==> src/rtl/cpu6502_pkg.sv <==
// Shared 6502 definitions: interrupt sources, sequencer states, push selects, vectors.
package cpu6502_pkg;

  typedef enum logic [1:0] {
    SRC_RST,
    SRC_NMI,
    SRC_IRQ,
    SRC_BRK
  } int_src_e;

  typedef enum logic [2:0] {
    StIdle,
    StDummy,
    StPch,
    StPcl,
    StP,
    StVlo,
    StVhi
  } seq_state_e;

  localparam logic [1:0] PUSH_PCH = 2'd0;
  localparam logic [1:0] PUSH_PCL = 2'd1;
  localparam logic [1:0] PUSH_P   = 2'd2;

  localparam logic [15:0] NMI_VEC_ADDR    = 16'hFFFA;
  localparam logic [15:0] RST_VEC_ADDR    = 16'hFFFC;
  localparam logic [15:0] IRQ_VEC_ADDR    = 16'hFFFE;
  localparam logic [7:0]  STACK_PAGE_ADDR = 8'h01;

endpackage

==> src/rtl/int_sequencer_if.sv <==
// Core <-> interrupt sequencer signal bundle.
interface int_sequencer_if;
  logic        rdy;
  logic        sync;
  logic        brk_i;
  logic        nmi_n;
  logic        irq_n;
  logic [7:0]  p_i;
  logic [7:0]  s_i;
  logic        rstg;
  logic        intg;
  logic        busy;
  logic [15:0] addr_o;
  logic        addr_oe;
  logic        we_o;
  logic [1:0]  push_sel;
  logic        b_flag_o;
  logic        pc_inc_o;
  logic        s_dec_o;
  logic        set_i_o;
  logic        pcl_ld_o;
  logic        pch_ld_o;

  // Core side: drives status and requests, consumes overrides.
  modport master (
    output rdy, sync, brk_i, nmi_n, irq_n, p_i, s_i,
    input  rstg, intg, busy, addr_o, addr_oe, we_o, push_sel, b_flag_o,
           pc_inc_o, s_dec_o, set_i_o, pcl_ld_o, pch_ld_o
  );

  // Sequencer side.
  modport slave (
    input  rdy, sync, brk_i, nmi_n, irq_n, p_i, s_i,
    output rstg, intg, busy, addr_o, addr_oe, we_o, push_sel, b_flag_o,
           pc_inc_o, s_dec_o, set_i_o, pcl_ld_o, pch_ld_o
  );
endinterface

==> src/rtl/nmi_edge_det.sv <==
// NMI falling-edge detector with a pending latch; a new edge wins over a same-cycle clear.
module nmi_edge_det (
  input  logic clk,
  input  logic rst,
  input  logic nmi_n,
  input  logic clr,
  output logic pend
);

  logic nmi_prev_q;
  logic pend_q;
  logic pend_d;

  // Set on a 1->0 transition of nmi_n, hold until cleared.
  always_comb begin
    pend_d = (nmi_prev_q && !nmi_n) || (pend_q && !clr);
  end

  // Edge history and pending state.
  always_ff @(posedge clk) begin
    if (rst) begin
      nmi_prev_q <= 1'b1;
      pend_q     <= 1'b0;
    end else begin
      nmi_prev_q <= nmi_n;
      pend_q     <= pend_d;
    end
  end

  assign pend = pend_q;

endmodule

==> src/rtl/int_sequencer.sv <==
// Interrupt/reset sequencer: runs the shared 7-cycle BRK/IRQ/NMI/RESET sequence and
// overrides the core's address, write and register-load controls while it runs.
module int_sequencer
  import cpu6502_pkg::*;
#(
  parameter logic [15:0] NMI_VEC    = NMI_VEC_ADDR,
  parameter logic [15:0] RST_VEC    = RST_VEC_ADDR,
  parameter logic [15:0] IRQ_VEC    = IRQ_VEC_ADDR,
  parameter logic [7:0]  STACK_PAGE = STACK_PAGE_ADDR
) (
  input logic            clk_m1,
  input logic            rst,
  int_sequencer_if.slave bus
);

  seq_state_e  state_q, state_d;
  int_src_e    src_q, src_d, entry_src;
  logic        rst_pend_q, rst_pend_d;
  logic [15:0] vec_q, vec_sel, vec_cur;
  logic        vec_frz_q, vec_frz_d;
  logic        nmi_pend, nmi_clr;
  logic        irq_req, idle, hw_entry, sw_entry, vlo_first;
  logic [15:0] stack_addr;
  logic        unused_p;

  assign unused_p = ^{bus.p_i[7:3], bus.p_i[1:0]};

  nmi_edge_det u_nmi (
    .clk   (clk_m1),
    .rst   (rst),
    .nmi_n (bus.nmi_n),
    .clr   (nmi_clr),
    .pend  (nmi_pend)
  );

  // Entry decode, vector selection and next-state logic.
  always_comb begin
    irq_req    = !bus.irq_n && !bus.p_i[2];
    idle       = (state_q == StIdle);
    hw_entry   = idle && bus.sync && bus.rdy && (rst_pend_q || nmi_pend || irq_req);
    sw_entry   = idle && bus.brk_i && !hw_entry;
    stack_addr = {STACK_PAGE, bus.s_i};

    entry_src = SRC_IRQ;
    if (rst_pend_q)    entry_src = SRC_RST;
    else if (nmi_pend) entry_src = SRC_NMI;

    // A pending NMI at the first VLO cycle hijacks an IRQ/BRK sequence.
    vec_sel = IRQ_VEC;
    unique case (src_q)
      SRC_RST: vec_sel = RST_VEC;
      SRC_NMI: vec_sel = NMI_VEC;
      default: vec_sel = nmi_pend ? NMI_VEC : IRQ_VEC;
    endcase

    vlo_first = (state_q == StVlo) && !vec_frz_q;
    vec_cur   = vlo_first ? vec_sel : vec_q;
    nmi_clr   = vlo_first && (vec_sel == NMI_VEC);

    state_d    = state_q;
    src_d      = src_q;
    rst_pend_d = rst_pend_q && !hw_entry;
    unique case (state_q)
      StIdle: begin
        if (hw_entry) begin
          state_d = StDummy;
          src_d   = entry_src;
        end else if (sw_entry) begin
          state_d = StPch;
          src_d   = SRC_BRK;
        end
      end
      StDummy: if (bus.rdy) state_d = StPch;
      StPch:   state_d = StPcl;
      StPcl:   state_d = StP;
      StP:     state_d = StVlo;
      StVlo:   if (bus.rdy) state_d = StVhi;
      StVhi:   if (bus.rdy) state_d = StIdle;
      default: state_d = StIdle;
    endcase

    vec_frz_d = ((state_q == StVlo) || (state_q == StVhi)) && (state_d != StIdle);
  end

  // Sequencer state, latched source and frozen vector.
  always_ff @(posedge clk_m1) begin
    if (rst) begin
      state_q    <= StIdle;
      src_q      <= SRC_RST;
      rst_pend_q <= 1'b1;
      vec_q      <= RST_VEC;
      vec_frz_q  <= 1'b0;
    end else begin
      state_q    <= state_d;
      src_q      <= src_d;
      rst_pend_q <= rst_pend_d;
      vec_q      <= vec_cur;
      vec_frz_q  <= vec_frz_d;
    end
  end

  // Per-state overrides; reset forces everything quiet except rstg.
  always_comb begin
    bus.addr_o   = 16'h0000;
    bus.addr_oe  = 1'b0;
    bus.we_o     = 1'b0;
    bus.push_sel = PUSH_PCH;
    bus.b_flag_o = 1'b0;
    bus.s_dec_o  = 1'b0;
    bus.set_i_o  = 1'b0;
    bus.pcl_ld_o = 1'b0;
    bus.pch_ld_o = 1'b0;
    bus.pc_inc_o = sw_entry;
    bus.busy     = !idle;
    bus.rstg     = rst_pend_q || (!idle && (src_q == SRC_RST));
    bus.intg     = (hw_entry && !rst_pend_q) ||
                   (!idle && ((src_q == SRC_NMI) || (src_q == SRC_IRQ)));
    unique case (state_q)
      StPch, StPcl, StP: begin
        bus.addr_o  = stack_addr;
        bus.addr_oe = 1'b1;
        bus.we_o    = (src_q != SRC_RST);
        bus.s_dec_o = 1'b1;
        if (state_q == StPcl) bus.push_sel = PUSH_PCL;
        if (state_q == StP) begin
          bus.push_sel = PUSH_P;
          bus.b_flag_o = (src_q == SRC_BRK);
        end
      end
      StVlo: begin
        bus.addr_o   = vec_cur;
        bus.addr_oe  = 1'b1;
        bus.pcl_ld_o = 1'b1;
        bus.set_i_o  = 1'b1;
      end
      StVhi: begin
        bus.addr_o   = vec_q + 16'd1;
        bus.addr_oe  = 1'b1;
        bus.pch_ld_o = 1'b1;
      end
      default: ;
    endcase
    if (rst) begin
      bus.addr_o   = 16'h0000;
      bus.addr_oe  = 1'b0;
      bus.we_o     = 1'b0;
      bus.push_sel = PUSH_PCH;
      bus.b_flag_o = 1'b0;
      bus.s_dec_o  = 1'b0;
      bus.set_i_o  = 1'b0;
      bus.pcl_ld_o = 1'b0;
      bus.pch_ld_o = 1'b0;
      bus.pc_inc_o = 1'b0;
      bus.busy     = 1'b0;
      bus.intg     = 1'b0;
      bus.rstg     = 1'b1;
    end
  end

endmodule

==> src/flat_wrapper.sv <==
// flat-port wrapper written by rule: the top's interface ports become plain ports
module int_sequencer_flat import cpu6502_pkg::*;
#(
  parameter logic [15:0] NMI_VEC    = NMI_VEC_ADDR,
  parameter logic [15:0] RST_VEC    = RST_VEC_ADDR,
  parameter logic [15:0] IRQ_VEC    = IRQ_VEC_ADDR,
  parameter logic [7:0]  STACK_PAGE = STACK_PAGE_ADDR
)
  (clk_m1, rst, bus_rdy, bus_sync, bus_brk_i, bus_nmi_n, bus_irq_n, bus_p_i, bus_s_i, bus_rstg, bus_intg, bus_busy, bus_addr_o, bus_addr_oe, bus_we_o, bus_push_sel, bus_b_flag_o, bus_pc_inc_o, bus_s_dec_o, bus_set_i_o, bus_pcl_ld_o, bus_pch_ld_o);
  int_sequencer_if bus_i ();
  input logic clk_m1;
  input logic rst;
  input wire logic [$bits(bus_i.rdy)-1:0] bus_rdy;
  input wire logic [$bits(bus_i.sync)-1:0] bus_sync;
  input wire logic [$bits(bus_i.brk_i)-1:0] bus_brk_i;
  input wire logic [$bits(bus_i.nmi_n)-1:0] bus_nmi_n;
  input wire logic [$bits(bus_i.irq_n)-1:0] bus_irq_n;
  input wire logic [$bits(bus_i.p_i)-1:0] bus_p_i;
  input wire logic [$bits(bus_i.s_i)-1:0] bus_s_i;
  output wire logic [$bits(bus_i.rstg)-1:0] bus_rstg;
  output wire logic [$bits(bus_i.intg)-1:0] bus_intg;
  output wire logic [$bits(bus_i.busy)-1:0] bus_busy;
  output wire logic [$bits(bus_i.addr_o)-1:0] bus_addr_o;
  output wire logic [$bits(bus_i.addr_oe)-1:0] bus_addr_oe;
  output wire logic [$bits(bus_i.we_o)-1:0] bus_we_o;
  output wire logic [$bits(bus_i.push_sel)-1:0] bus_push_sel;
  output wire logic [$bits(bus_i.b_flag_o)-1:0] bus_b_flag_o;
  output wire logic [$bits(bus_i.pc_inc_o)-1:0] bus_pc_inc_o;
  output wire logic [$bits(bus_i.s_dec_o)-1:0] bus_s_dec_o;
  output wire logic [$bits(bus_i.set_i_o)-1:0] bus_set_i_o;
  output wire logic [$bits(bus_i.pcl_ld_o)-1:0] bus_pcl_ld_o;
  output wire logic [$bits(bus_i.pch_ld_o)-1:0] bus_pch_ld_o;
  assign bus_i.rdy = bus_rdy;
  assign bus_i.sync = bus_sync;
  assign bus_i.brk_i = bus_brk_i;
  assign bus_i.nmi_n = bus_nmi_n;
  assign bus_i.irq_n = bus_irq_n;
  assign bus_i.p_i = bus_p_i;
  assign bus_i.s_i = bus_s_i;
  assign bus_rstg = bus_i.rstg;
  assign bus_intg = bus_i.intg;
  assign bus_busy = bus_i.busy;
  assign bus_addr_o = bus_i.addr_o;
  assign bus_addr_oe = bus_i.addr_oe;
  assign bus_we_o = bus_i.we_o;
  assign bus_push_sel = bus_i.push_sel;
  assign bus_b_flag_o = bus_i.b_flag_o;
  assign bus_pc_inc_o = bus_i.pc_inc_o;
  assign bus_s_dec_o = bus_i.s_dec_o;
  assign bus_set_i_o = bus_i.set_i_o;
  assign bus_pcl_ld_o = bus_i.pcl_ld_o;
  assign bus_pch_ld_o = bus_i.pch_ld_o;
  int_sequencer #(.NMI_VEC(NMI_VEC), .RST_VEC(RST_VEC), .IRQ_VEC(IRQ_VEC), .STACK_PAGE(STACK_PAGE)) u_core (.clk_m1(clk_m1), .rst(rst), .bus(bus_i));
endmodule
==> config.mk <==
export PLATFORM = sky130hd
export DESIGN_NAME = int_sequencer_flat
export DESIGN_NICKNAME = d
export VERILOG_FILES = /design/src/rtl/cpu6502_pkg.sv /design/src/rtl/int_sequencer_if.sv /design/src/rtl/nmi_edge_det.sv /design/src/rtl/int_sequencer.sv /design/src/flat_wrapper.sv
export SDC_FILE = /design/constraint.sdc
export NUM_CORES = 1
export LEC_CHECK = 0
export BUFFER_PORTS_ARGS = -buffer_cell sky130_fd_sc_hd__buf_2
export CAP_MARGIN = 20
export CORE_ASPECT_RATIO = 2
export CORE_MARGIN = 10
export CORE_UTILIZATION = 40
export DETAILED_ROUTE_END_ITERATION = 16
export RECOVER_POWER = 100
export SYNTH_ARGS = -nofsm -noshare
export SYNTH_HDL_FRONTEND = slang
export SYNTH_HIERARCHICAL = 1
export SYNTH_SLANG_ARGS = --single-unit
==> constraint.sdc <==
create_clock -name clk_m1 -period 1.9 [get_ports clk_m1]
set_input_delay 0.19 -clock clk_m1 [delete_from_list [all_inputs] [get_ports clk_m1]]
set_output_delay 0.19 -clock clk_m1 [all_outputs]
set_load 0.01 [all_outputs]
==> metrics.csv <==
metric;value;unit
status;finished, violations left;
violated checks;setup timing;
Netlist cell types;63;
RSZ-0062 raised after global routing;yes;
CP max stage delay;550;ps
GRT Total Usage;0.160;
Slew Limit Fails;0;
worst skew pair latency;280;ps
synth top area cells;dfxtp_1, a21oi_1, nand2_1, or3_1, nor2_1;
relative slew slack;0.649;
Comb pwr share;0.389;
cell count after synthesis;246;
Flop pwr share;0.390;
vias in the first global route;2156;
TritonRoute pass-1 iters;6;
share of cells above drive strength 1;0.434;
M3 GR Usage;0.0240;
Hold Path Stages;2;
port bufs;44;
Yosys warning count;6;
Async SR Flop Fraction;0;
CTS tree;done;
post-route ant nets;0;
Hold Path Class;input port to flop;
Die ar.;7980;µm²
Post-CTS Hold Fix Bufs;0;
most common cell in the synthesized netlist;dfxtp_1;
class of the most critical setup path;flop to primary output;
Core Footprint;4550;µm²
Internal Power;0.000990;W
routed via count;2097;
die width;68.4;µm
clk sink count;25;
Net Switching;0.000547;W
ys flop type;dfxtp_1;
syn nets;272;
max-cap violations;0;
ant diodes;0;
non-filler cells in the finished layout;366;
top cell type's share of synthesized area;0.267;
RR Startpoint;u_core/state_q[1];
post-synthesis average cell area;7.61;µm²
CTS buffer count;3;
post-layout net count;338;
worst r2r dst;u_core/u_nmi/pend;
largest net degree at the start of global routing;27;
post-layout util;0.564;
setup ws final;-44.2;ps
hold wc startpoint;bus_nmi_n;
Die H;117;µm
number of remaining DRC errors;0;
#FFs+latches synth;25;
Final period util;1.02;
Final GP Congestion;0.807;
final critical-path required period;1940;ps
starting density of the core;0.411;
drt total wl;6.09;mm
hold path endpoint;u_core/u_nmi/nmi_prev_q;
f_max;514;MHz
routed len/inst;16.6;µm
initial antenna violation count;0;
top cell type by total area after synthesis;dfxtp_1;
CP Capture Type;primary output;
Pleak;1.17;nW
HPWL Detailed;4.61;mm
DRT iter0 DRCs;98;
clk_skew;2.39;ps
final hold viol count;0;
final-report setup violation count;2;
Data arrival, critical path;1750;ps
global route total overflow;0;
clock root buffer;clkbuf_8;
GR Util met1;0.163;
Sw Share;0.356;
worst path cell trace;nand3_4, or4_4, nor4_2, nand3b_1, buf_2;
first-pass GRT wire length;10.1;mm
sequential-to-total area share from yosys stat;0.267;
r2r setup slk;350;ps
Critical-path top delay cell;or4_4;
io pins;52;
CTS clk-pin slew, worst paths;100;ps
CTS Buffer Depth;2;
num rows;35;
H-tree depth;1;
Hold WS;97.5;ps
peak supply drop;0.000584;V
grt peak-use layer;met2;
worst reg2reg path depth;5;
Power Density;598;nW/µm²
crit path buf inv count;1;
Netlist Area Pre-Place;1870;µm²
Top delay family on crit path;simple AND/OR/NAND/NOR gates;
clock share of power;0.221;
Post-synth top cells;dfxtp_1, nand2_1, nor2_1, a21oi_1;
measured slew at the worst slew-check pin;527;ps
Avg Vias per Cell;5.73;
DP Cell Count;352;
Startpoint Class;flop;
worst-path maximum fanout;10;
Syn-to-layout area delta;37.3;%
Critical Path RT;1710;ps
EDFF count, synth;0;
met2 GRT Util;0.291;
-- worst max path at each step --
stage | start | endpoint | slack [ps] | depth (start not counted)
6_report | u_core/vec_q[4] | bus_addr_o[14] | -40 | 5
5_1_grt | u_core/state_q[0] | bus_intg | -150 | 6
4_1_cts | u_core/vec_q[1] | bus_addr_o[7] | -60 | 6
3_5_place_dp | u_core/vec_q[0] | bus_addr_o[14] | 90 | 6
3_3_place_gp | u_core/vec_q[0] | bus_addr_o[14] | 110 | 6
2_1_floorplan | u_core/vec_q[0] | bus_addr_o[14] | 140 | 5
-- metrics by stage --
step	power (W)	worst slack [ps]	setup TNS (ps)	cell area, µm²
2_1_floorplan	0.000929	140	0	1870
3_3_place_gp	0.00113	112	0	2280
3_5_place_dp	0.00114	91.2	0	2280
4_1_cts	0.00151	-56.5	-154	2470
5_1_grt	0.00164	-151	-1120	2570
6_report	0.00154	-44.2	-78.0	2570
-- sequential cells by signal, summed over array words and instances, names as in the netlist --
signal                   count
u_core/u_nmi/pend            1
u_core/src_q                 2
u_core/rst_pend_q            1
u_core/state_q               3
u_core/vec_frz_q             1
u_core/vec_q                16
u_core/u_nmi/nmi_prev_q      1
-- logic make-up after synthesis --
group | synth area share
buf+inv | 0.0715
compound gates | 0.244
simple gates | 0.376
mux | 0.0114
flops | 0.267
xor+xnor | 0.00936
fa+ha+maj | 0.0201
-- routing by layer --
metal  share of wire  vias to the layer above
met2            0.55                       47
met3           0.042                       17
met1            0.37                     1003
met4           0.034                        0
li1                -                     1030
met5               0                        -
-- cell type report --
| type | count | area [µm²] |
|---|---|---|
| tap | 55 | 68.8 |
| clock buffer | 3 | 41.3 |
| fill | 488 | 1980 |
| multi-input combinational | 189 | 1340 |
| timing repair buffer | 82 | 538 |
| clock inverter | 1 | 7.51 |
| inverter | 11 | 41.3 |
| sequential | 25 | 538 |
-- power groups by stage --
| stage | clock network [W] | registers [W] | logic [W] |
|---|---|---|---|
| 2_1_floorplan | 0 | 0.000582 | 0.000347 |
| 3_3_place_gp | 0 | 0.000603 | 0.000531 |
| 3_5_place_dp | 0 | 0.000603 | 0.000534 |
| 4_1_cts | 0.000349 | 0.000591 | 0.000566 |
| 5_1_grt | 0.000368 | 0.000604 | 0.000669 |
| 6_report | 0.000339 | 0.000600 | 0.000598 |
-- what timing repair did --
| action | 4_1_cts | 5_1_grt |
|---|---|---|
| setup endpoints to repair | 16 | 19 |
| gates cloned | 0 | 0 |
| gates resized for setup | 30 | 30 |
| setup buffers | 9 | 1 |
| pin swaps | 5 | 9 |
-- cell usage in the layout (no fill, tap or decap), types with 3 or more instances in the layout --
master,Yosys,layout
nand3b_1,8,8
or3_1,11,11
o21ai_0,11,8
nor2b_1,7,4
dfxtp_1,25,9
nor2_1,18,17
nand2b_1,6,6
buf_4,1,30
inv_1,11,11
o211a_1,3,3
nand2_1,21,21
a211o_1,3,3
buf_6,0,7
clkbuf_8,0,3
nand3_1,9,9
nor3_1,4,3
buf_2,8,43
nor2b_2,0,3
dfxtp_2,0,9
dfxtp_4,0,7
a21oi_1,16,15
nor4_1,7,5
a31oi_1,5,5
(Power assumes the default switching activity.)
